`config.mk`:
```
export PLATFORM = sky130hd
export DESIGN_NAME = multi_debounce_counter
export DESIGN_NICKNAME = d
export VERILOG_FILES = /design/src/rtl/multi_debounce_pkg.sv /design/src/rtl/debounce_channel.sv /design/src/rtl/multi_debounce_counter.sv
export SDC_FILE = /design/constraint.sdc
export NUM_CORES = 1
export LEC_CHECK = 0
export CELL_PAD_IN_SITES_DETAIL_PLACEMENT = 1
export CELL_PAD_IN_SITES_GLOBAL_PLACEMENT = 1
export CORE_ASPECT_RATIO = 1.75
export CORE_UTILIZATION = 45
export CTS_BUF_LIST = sky130_fd_sc_hd__clkbuf_8 sky130_fd_sc_hd__clkbuf_16
export DETAILED_ROUTE_END_ITERATION = 8
export GPL_TIMING_DRIVEN = 0
export PLACE_DENSITY_LB_ADDON = 0.1
export SLEW_MARGIN = 0
export SYNTH_ARGS = -nofsm -noshare
export SYNTH_HDL_FRONTEND = slang
export SYNTH_HIERARCHICAL = 1
export SYNTH_SLANG_ARGS = --single-unit
```
`constraint.sdc`:
```
create_clock -name clk -period 3.5 [get_ports clk]
set_clock_uncertainty 0.2 [all_clocks]
set_input_delay 1.05 -clock clk [delete_from_list [all_inputs] [get_ports clk]]
set_output_delay 1.05 -clock clk [all_outputs]
set_load 0.05 [all_outputs]
```
`src/rtl/multi_debounce_pkg.sv`:
```
// Shared encodings for the multi-channel debounced event counter.
package multi_debounce_pkg;

    // Per-channel edge selection carried on mode[2i+1:2i].
    typedef enum logic [1:0] {
        MODE_OFF  = 2'b00,
        MODE_RISE = 2'b01,
        MODE_FALL = 2'b10,
        MODE_BOTH = 2'b11
    } mode_e;

    // Count direction carried on dir[i].
    localparam logic DIR_UP = 1'b0;
    localparam logic DIR_DN = 1'b1;

    // True when a debounced edge is one the channel's mode asks us to count.
    function automatic logic edge_qualifies(input logic [1:0] m,
                                            input logic       rise,
                                            input logic       fall);
        logic want_rise;
        logic want_fall;
        want_rise = (m == MODE_RISE) || (m == MODE_BOTH);
        want_fall = (m == MODE_FALL) || (m == MODE_BOTH);
        return (rise && want_rise) || (fall && want_fall);
    endfunction

endpackage

```
`src/rtl/debounce_channel.sv`:
```
// One input channel: two-flop synchroniser, stability timer and debounced level.
// rise/fall are combinational strobes that are high in the cycle before level
// changes, so a consumer registering on them updates on the same edge as level.
module debounce_channel #(
    parameter int DB_CYCLES = 50000,
    parameter int DB_W      = 16
) (
    input  logic clk,
    input  logic rst,
    input  logic in_raw,
    output logic level,
    output logic rise,
    output logic fall
);

    localparam logic [DB_W-1:0] TIMER_LAST = DB_W'(DB_CYCLES - 1);

    logic [1:0]      sync_q,  sync_d;
    logic [DB_W-1:0] timer_q, timer_d;
    logic            level_q, level_d;

    // Synchroniser shift and stability timer; any return to the current level restarts the count.
    always_comb begin
        sync_d  = {sync_q[0], in_raw};
        timer_d = timer_q;
        level_d = level_q;
        if (sync_q[1] == level_q) begin
            timer_d = '0;
        end else if (timer_q == TIMER_LAST) begin
            level_d = sync_q[1];
            timer_d = '0;
        end else begin
            timer_d = timer_q + DB_W'(1);
        end
    end

    // State registers; reset clears everything without needing a clock.
    always_ff @(posedge clk or posedge rst) begin
        if (rst) begin
            sync_q  <= '0;
            timer_q <= '0;
            level_q <= 1'b0;
        end else begin
            sync_q  <= sync_d;
            timer_q <= timer_d;
            level_q <= level_d;
        end
    end

    assign level = level_q;
    assign rise  = level_d & ~level_q;
    assign fall  = ~level_d & level_q;

endmodule

```
`src/rtl/multi_debounce_counter.sv`:
```
// N independent debounced event counters with selectable edge, direction and
// wrap/saturate behaviour. Each channel has its own debouncer and counter, so
// coincident events on different channels are all counted.
module multi_debounce_counter
    import multi_debounce_pkg::*;
#(
    parameter int N_CH      = 4,
    parameter int CNT_W     = 7,
    parameter int DB_CYCLES = 50000,
    parameter int DB_W      = 16,
    parameter int SATURATE  = 0
) (
    input  logic                  clk,
    input  logic                  rst,
    input  logic [N_CH-1:0]       in_raw,
    input  logic [2*N_CH-1:0]     mode,
    input  logic [N_CH-1:0]       dir,
    input  logic [N_CH-1:0]       clr,
    output logic [N_CH-1:0]       level,
    output logic [N_CH-1:0]       evt,
    output logic [N_CH*CNT_W-1:0] count,
    output logic [N_CH-1:0]       wrap
);

    localparam logic [CNT_W-1:0] CNT_MAX = '1;
    localparam logic [CNT_W-1:0] CNT_MIN = '0;

    // Returns {limit_hit, next_count}; limit_hit flags a wrap or a clamped step.
    function automatic logic [CNT_W:0] step_count(input logic [CNT_W-1:0] cur,
                                                  input logic             down);
        logic [CNT_W-1:0] nxt;
        logic             hit;
        hit = down ? (cur == CNT_MIN) : (cur == CNT_MAX);
        if (hit && (SATURATE != 0)) begin
            nxt = cur;
        end else if (down) begin
            nxt = cur - CNT_W'(1);
        end else begin
            nxt = cur + CNT_W'(1);
        end
        return {hit, nxt};
    endfunction

    logic [N_CH-1:0]            rise;
    logic [N_CH-1:0]            fall;
    logic [N_CH-1:0]            qual;
    logic [N_CH-1:0][CNT_W:0]   step_res;

    logic [N_CH-1:0][CNT_W-1:0] count_q, count_d;
    logic [N_CH-1:0]            wrap_q,  wrap_d;
    logic [N_CH-1:0]            evt_q,   evt_d;

    for (genvar i = 0; i < N_CH; i++) begin : g_ch
        debounce_channel #(
            .DB_CYCLES (DB_CYCLES),
            .DB_W      (DB_W)
        ) u_db (
            .clk    (clk),
            .rst    (rst),
            .in_raw (in_raw[i]),
            .level  (level[i]),
            .rise   (rise[i]),
            .fall   (fall[i])
        );

        // mode and dir are used live, so a change takes effect on the very next edge.
        assign qual[i]     = edge_qualifies(mode[2*i +: 2], rise[i], fall[i]);
        assign step_res[i] = step_count(count_q[i], dir[i] == DIR_DN);
    end

    // Next count/wrap/event per channel; clear wins over a coincident step but the event still shows.
    always_comb begin
        count_d = count_q;
        wrap_d  = wrap_q;
        evt_d   = '0;
        for (int i = 0; i < N_CH; i++) begin
            evt_d[i] = qual[i];
            if (clr[i]) begin
                count_d[i] = '0;
                wrap_d[i]  = 1'b0;
            end else if (qual[i]) begin
                count_d[i] = step_res[i][CNT_W-1:0];
                wrap_d[i]  = wrap_q[i] | step_res[i][CNT_W];
            end
        end
    end

    // Counter, sticky wrap and event registers.
    always_ff @(posedge clk or posedge rst) begin
        if (rst) begin
            count_q <= '0;
            wrap_q  <= '0;
            evt_q   <= '0;
        end else begin
            count_q <= count_d;
            wrap_q  <= wrap_d;
            evt_q   <= evt_d;
        end
    end

    assign count = count_q;
    assign wrap  = wrap_q;
    assign evt   = evt_q;

endmodule

```
==> out/results.ini, run 1 <==
[run_status]
status = complete, no violations

[clocking]
clock_latency_ns = 0.35
tritoncts = yes
htreeDepth = 3
cts_buffer_depth = 2
cts.sinks = 112
ctsRootBufferMaster = clkbuf_16
cts-buffers-inserted = 9
clk_pin_slew_ns = 0.07
cts_setup_buffers = 0

[global_routing]
track_usage_pct = 22.49
grt_first_pass_wirelength_um = 26720
overflow = 0
use_met2_pct = 43.15
antenna_found_initial = 0
grt_pass1_vias = 5578
grt_max_degree = 37
grtUsageMet3_pct = 3.725
met1_usage_pct = 24.80
busiest_layer = met2

[hold_path]
min_path_type = reg2reg

[timing]
setup_viol = 0
fmax_mhz = 300.0
setup_ws_ns = 0.1666
tightest_slew_ns = 0.8021
grt_setup_unrepaired = false
whs_ns = 0.1502
fin_crit_sh_pct = 95.24
finalSetupTns_ns = 0
timing.final.hold_violations = 0
slew_violations = 0
slew_headroom_pct = 46.45
min_period_ns = 3.333

[synth]
syn_nets = 675
synth_top_family_by_area = simple AND/OR/NAND/NOR gates
avgSynthCellArea_um2 = 10.17
yosysSeqAreaShare_pct = 44.08
synthFlopType = dfrtp_1
ys_ff_latch = 112
synth_fa_ha_area_share_pct = 5.982
yosys.area_share.simple_pct = 26.68
async_reset_ff_share_pct = 100.0
synth_cells = 625
yosysWarnings = 6
ys_types = 57
synth_xor_area_share_pct = 9.366
synth-compound-area-share_pct = 9.701
synth_edf_count = 0
syn-cell-area_um2 = 6359
muxShareOfSynthArea_pct = 1.476

[route]
via_count = 5045
drtAntennaViolNets = 0
firstDrtPassIters = 4
wire_per_inst_um = 17.43
vias_per_cell = 5.739
drc = 0
detail_route.iter0.violations = 154
drt-total-wl_um = 15320

[placed_design]
gp_congestion = 0.7887
dpl.hpwl_um = 11330
io_buffers = 61
numPlacedInstances = 863
placed_cell_area_um2 = 7191
dp_slack_ns = -0.3108

[finish]
area_delta_synth_final_pct = 18.60
nNetsFinal = 747
antenna_cells = 0
drive_above_1_share_pct = 8.832
multi_input_area_um2 = 3393
finalNonFillerCells = 879
seqCellArea_um2 = 2803
finalInstanceArea_um2 = 7541
fill_cells = 1548

[die]
start_util_pct = 45.96
die_h_um = 159.3
die_w_um = 91.86
std_cell_rows = 57
core-area_um2 = 13840
die-area_um2 = 14630
io_pins = 62

[worst_setup_path]
crit_arrival_ns = 3.37
startpoint_type = input pin
path_max_fanout = 13
cp_data_required_time_ns = 3.54
crit_type = in2reg
end_kind = register

[pwr]
powerDensity_nw_per_um2 = 351.0
leakage_uw = 0.003140
ir_drop_v = 0.0002408

[job]
cap_violations = 0

[cell usage after synthesis, types with 9 or more instances]
library cell	instances	area [µm²]
nand3b_1	9	67.56
a211o_1	11	96.34
dfrtp_1	112	2803
ha_1	24	300.3
xnor2_1	52	455.4
nor3_1	18	90.09
nand4_1	20	125.1
nand2_1	21	78.83
nor2_1	88	330.3
nand3_1	25	125.1
nor4_1	19	118.9
a21oi_1	24	120.1
xor2_1	16	140.1
inv_1	22	82.58
[final timing paths]
path	startpoint	endpoint	slack (ns)	cells after the start
min reg2reg	g_ch[0].u_db/sync_q[0]	g_ch[0].u_db/sync_q[1]	0.15	0
max	dir[0]	count[6]	0.17	6
max reg2reg	g_ch[0].u_db/timer_q[7]	count[6]	0.50	8
min	g_ch[0].u_db/sync_q[0]	g_ch[0].u_db/sync_q[1]	0.15	0
max in group asynchronous	rst	wrap[3]	1.41	2
min in group asynchronous	rst	g_ch[1].u_db/level	1.14	2
[report_power, final]
group	total, µW	internal (µW)	switching [µW]
combinational	153	59.1	93.6
clock	1170	695	474
sequential	1320	1310	15.9
[stage by stage]
stage	utilization (%)	total power (µW)
2_1_floorplan	-	1437
3_3_place_gp	51.97	1496
3_5_place_dp	51.97	1506
4_1_cts	54.41	2686
5_1_grt	54.50	2751
6_report	54.50	2647
[worst max-delay path, cell delays in order]
cell and delay (ns):
clkdlybuf4s50_1 0.65, fa_1 0.59, a211oi_2 0.34, nor4_1 0.09, or3b_1 0.37, mux2_2 0.27
[per-layer routing]
metal / share of wire, % / wire, µm
met5: 0 / 0
met4: 1.6 / 246
met3: 2.4 / 371
met2: 57 / 8696
met1: 39 / 6006
[layout by cell type (no fill, tap or decap), types with 9 or more instances in the layout]
cell type,count
a211o_1,11
a21oi_1,24
clkbuf_16,9
clkdlybuf4s50_1,60
dfrtp_1,112
ha_1,24
inv_1,23
nand2_1,21
nand3_1,25
nand3b_1,9
nand4_1,20
nor2_1,88
nor3_1,18
nor4_1,19
xnor2_1,52
xor2_1,16
[area by class of cell]
cell class	instances	share of cell area [%]
multi-input cells	473	45.00
repair buffers	61	8.130
well taps	177	2.937
plain buffers	10	0.7300
clock buffers	9	2.987
flip-flops and latches	112	37.17
clock inverters	7	1.493
inverters	30	1.560
[state kept, by name (all words and copies together), names as in the netlist]
| name | count |
|---|---|
| evt | 4 |
| g_ch.u_db/sync_q | 8 |
| wrap | 4 |
| count | 28 |
| g_ch.u_db/level | 4 |
| g_ch.u_db/timer_q | 64 |
[timing repair]
item / CTS / global route
hold buffers: 0 / 0
gates resized for setup: 0 / 3
endpoints found under the hold margin: 0 / 0
endpoints found under the setup margin: 0 / 3
[logic make-up (layout without fill, tap and decap cells)]
group / Yosys count / in the layout
xor gates and xnor gates: 68 / 68
buffers and inverters: 40 / 117
adders and majority gates: 28 / 28
DFF: 112 / 112
and+or+nand+nor: 284 / 284
AOI/OAI and AO/OA: 85 / 85
muxes: 8 / 8
No activity file was read; power rests on OpenSTA's default activity.
==> run 2, diff against run 1 <==
- CELL_PAD_IN_SITES_GLOBAL_PLACEMENT: 1 -> 2
- CORE_UTILIZATION: 45 -> 37
==> run 2 against run 1 <==
Global-route usage is 3.1 points lower. Via count is 0.75% lower. Non-clock buffer count stayed put. Hold slack better by 0.0044 ns. Die area is 21% higher. Clock-buffer cell count is 1 higher. Core utilization is 9.6 points lower. Critical path type unchanged. Critical endpoint unchanged. Highest routed layer unchanged.
==> out/results.ini, run 2 (synthesized netlist as in run 1, its figures left out) <==
[run_status]
status = complete, no violations

[worst_setup_path]
cp_top_family = buffers and inverters
cp_num_buf_inv = 1
crit_type = in2reg
crit_slowest_cell = clkdlybuf4s50_1
path_max_fanout = 13
crit_path_start = dir[0]
timing.rr.start = g_ch[1].u_db/timer_q[7]
end_kind = register
cp_data_required_time_ns = 3.54
crit_chain = clkdlybuf4s50_1 -> fa_1 -> a211oi_2 -> nor4_1 -> or3b_1 -> mux2_2
rrSetupSlack_ns = 0.49
cp_slowest_stage_delay_ns = 0.66
startpoint_type = input pin
crit_arrival_ns = 3.38

[global_routing]
overflow = 0
grt_first_pass_wirelength_um = 27270
grt_pass1_vias = 5623
antenna_found_initial = 0
grt_max_degree = 37
track_usage_pct = 19.42

[die]
start_util_pct = 37.69
std_cell_rows = 63
core-area_um2 = 16870
io_pins = 62
die_w_um = 101.1
die_h_um = 175.4
die-area_um2 = 17730

[finish]
fill_cells = 1932
area_delta_synth_final_pct = 19.07
antenna_cells = 0
layout_common_cells = 112 x dfrtp_1, 88 x nor2_1, 60 x clkdlybuf4s50_1
final_util_pct = 44.88
mostFrequentLayoutCell = dfrtp_1
nNetsFinal = 747
drive_above_1_share_pct = 9.117
largest_reg_flops = 64
largest-register = g_ch.u_db/timer_q

[clocking]
ctsRootBufferMaster = clkbuf_16
clk_pin_slew_ns = 0.07
cts.sinks = 112
cts_buffer_depth = 2
htreeDepth = 3
cts_resized = 0
cts.hold.buffers_added = 0
cts_setup_buffers = 0
cts-buffers-inserted = 9
clock_latency_ns = 0.35
tritoncts = yes

[timing]
fmax_mhz = 299.1
grt_setup_unrepaired = false
slew_headroom_pct = 45.87
tightest_slew_ns = 0.8107
setup_viol = 0
min_period_ns = 3.343
slew_violations = 0
finalSetupTns_ns = 0
fin_crit_sh_pct = 95.53
setup_ws_ns = 0.1566
timing.final.hold_violations = 0

[pwr]
powerDensity_nw_per_um2 = 335.8
ir_drop_v = 0.0002075
leakage_uw = 0.003117

[placed_design]
dpl.hpwl_um = 11880
gp_congestion = 0.7840
io_buffers = 61
dp_slack_ns = -0.3467

[route]
drc = 0
detail_route.iter0.violations = 93
drtAntennaViolNets = 0
drt-total-wl_um = 15850
wire_per_inst_um = 17.06
firstDrtPassIters = 5
via_count = 5007
vias_per_cell = 5.390

[hold_path]
min-delay-start = g_ch[1].u_db/sync_q[0]
min_path_type = reg2reg

[job]
cap_violations = 0

## run 2: changes by cell type in the layout (fill, tap and decap cells not counted), sizes merged
| cell | delta |
|---|---|
| bufinv | -2 |
| clkinvlp | +1 |
| inv | -1 |
| clkbuf | +1 |
| clkinv | +1 |
## run 2: report_power, final
group / leakage (µW) / internal, µW / switching [µW]
logic: 0.00144 / 59.1 / 94.3
clock network: 0.000141 / 577 / 488
registers: 0.00154 / 1310 / 15.1
## run 2: final timing paths
kind / depth (start not counted) / endpoint
max: 6 / count[6]
min: 0 / g_ch[1].u_db/sync_q[1]
max reg2reg: 7 / count[12]
min reg2reg: 0 / g_ch[1].u_db/sync_q[1]
max in group asynchronous: 2 / count[5]
min in group asynchronous: 2 / g_ch[3].u_db/timer_q[10]
## run 2: cell type report
cell class                 instances  area [µm²]  share of cell area [%]
clock buffer                      10       239.0                   3.157
inverter                          30       117.6                   1.553
timing repair buffer              61       613.1                   8.098
clock inverter                     6       66.31                  0.8759
multi-input combinational        473        3393                   44.82
buffer                            10       55.05                  0.7272
tap                              227       284.0                   3.751
sequential                       112        2803                   37.02
## run 2: metrics by stage
stage,instances,hold WS [ns],total power (µW),cell area (µm²)
2_1_floorplan,625,0.1312,1437,6359
3_3_place_gp,913,0.1337,1501,7253
3_5_place_dp,913,0.1370,1507,7253
4_1_cts,929,0.1616,2597,7559
5_1_grt,929,0.1616,2653,7571
6_report,929,0.1546,2542,7571
## run 2: per-layer routing
| metal | track usage [%] | wire, µm | up-vias |
|---|---|---|---|
| met5 | 0 | 0 | - |
| met4 | 5.797 | 245 | 0 |
| met3 | 3.104 | 370 | 19 |
| met2 | 36.73 | 8729 | 63 |
| met1 | 21.73 | 6506 | 2529 |
| li1 | - | - | 2396 |
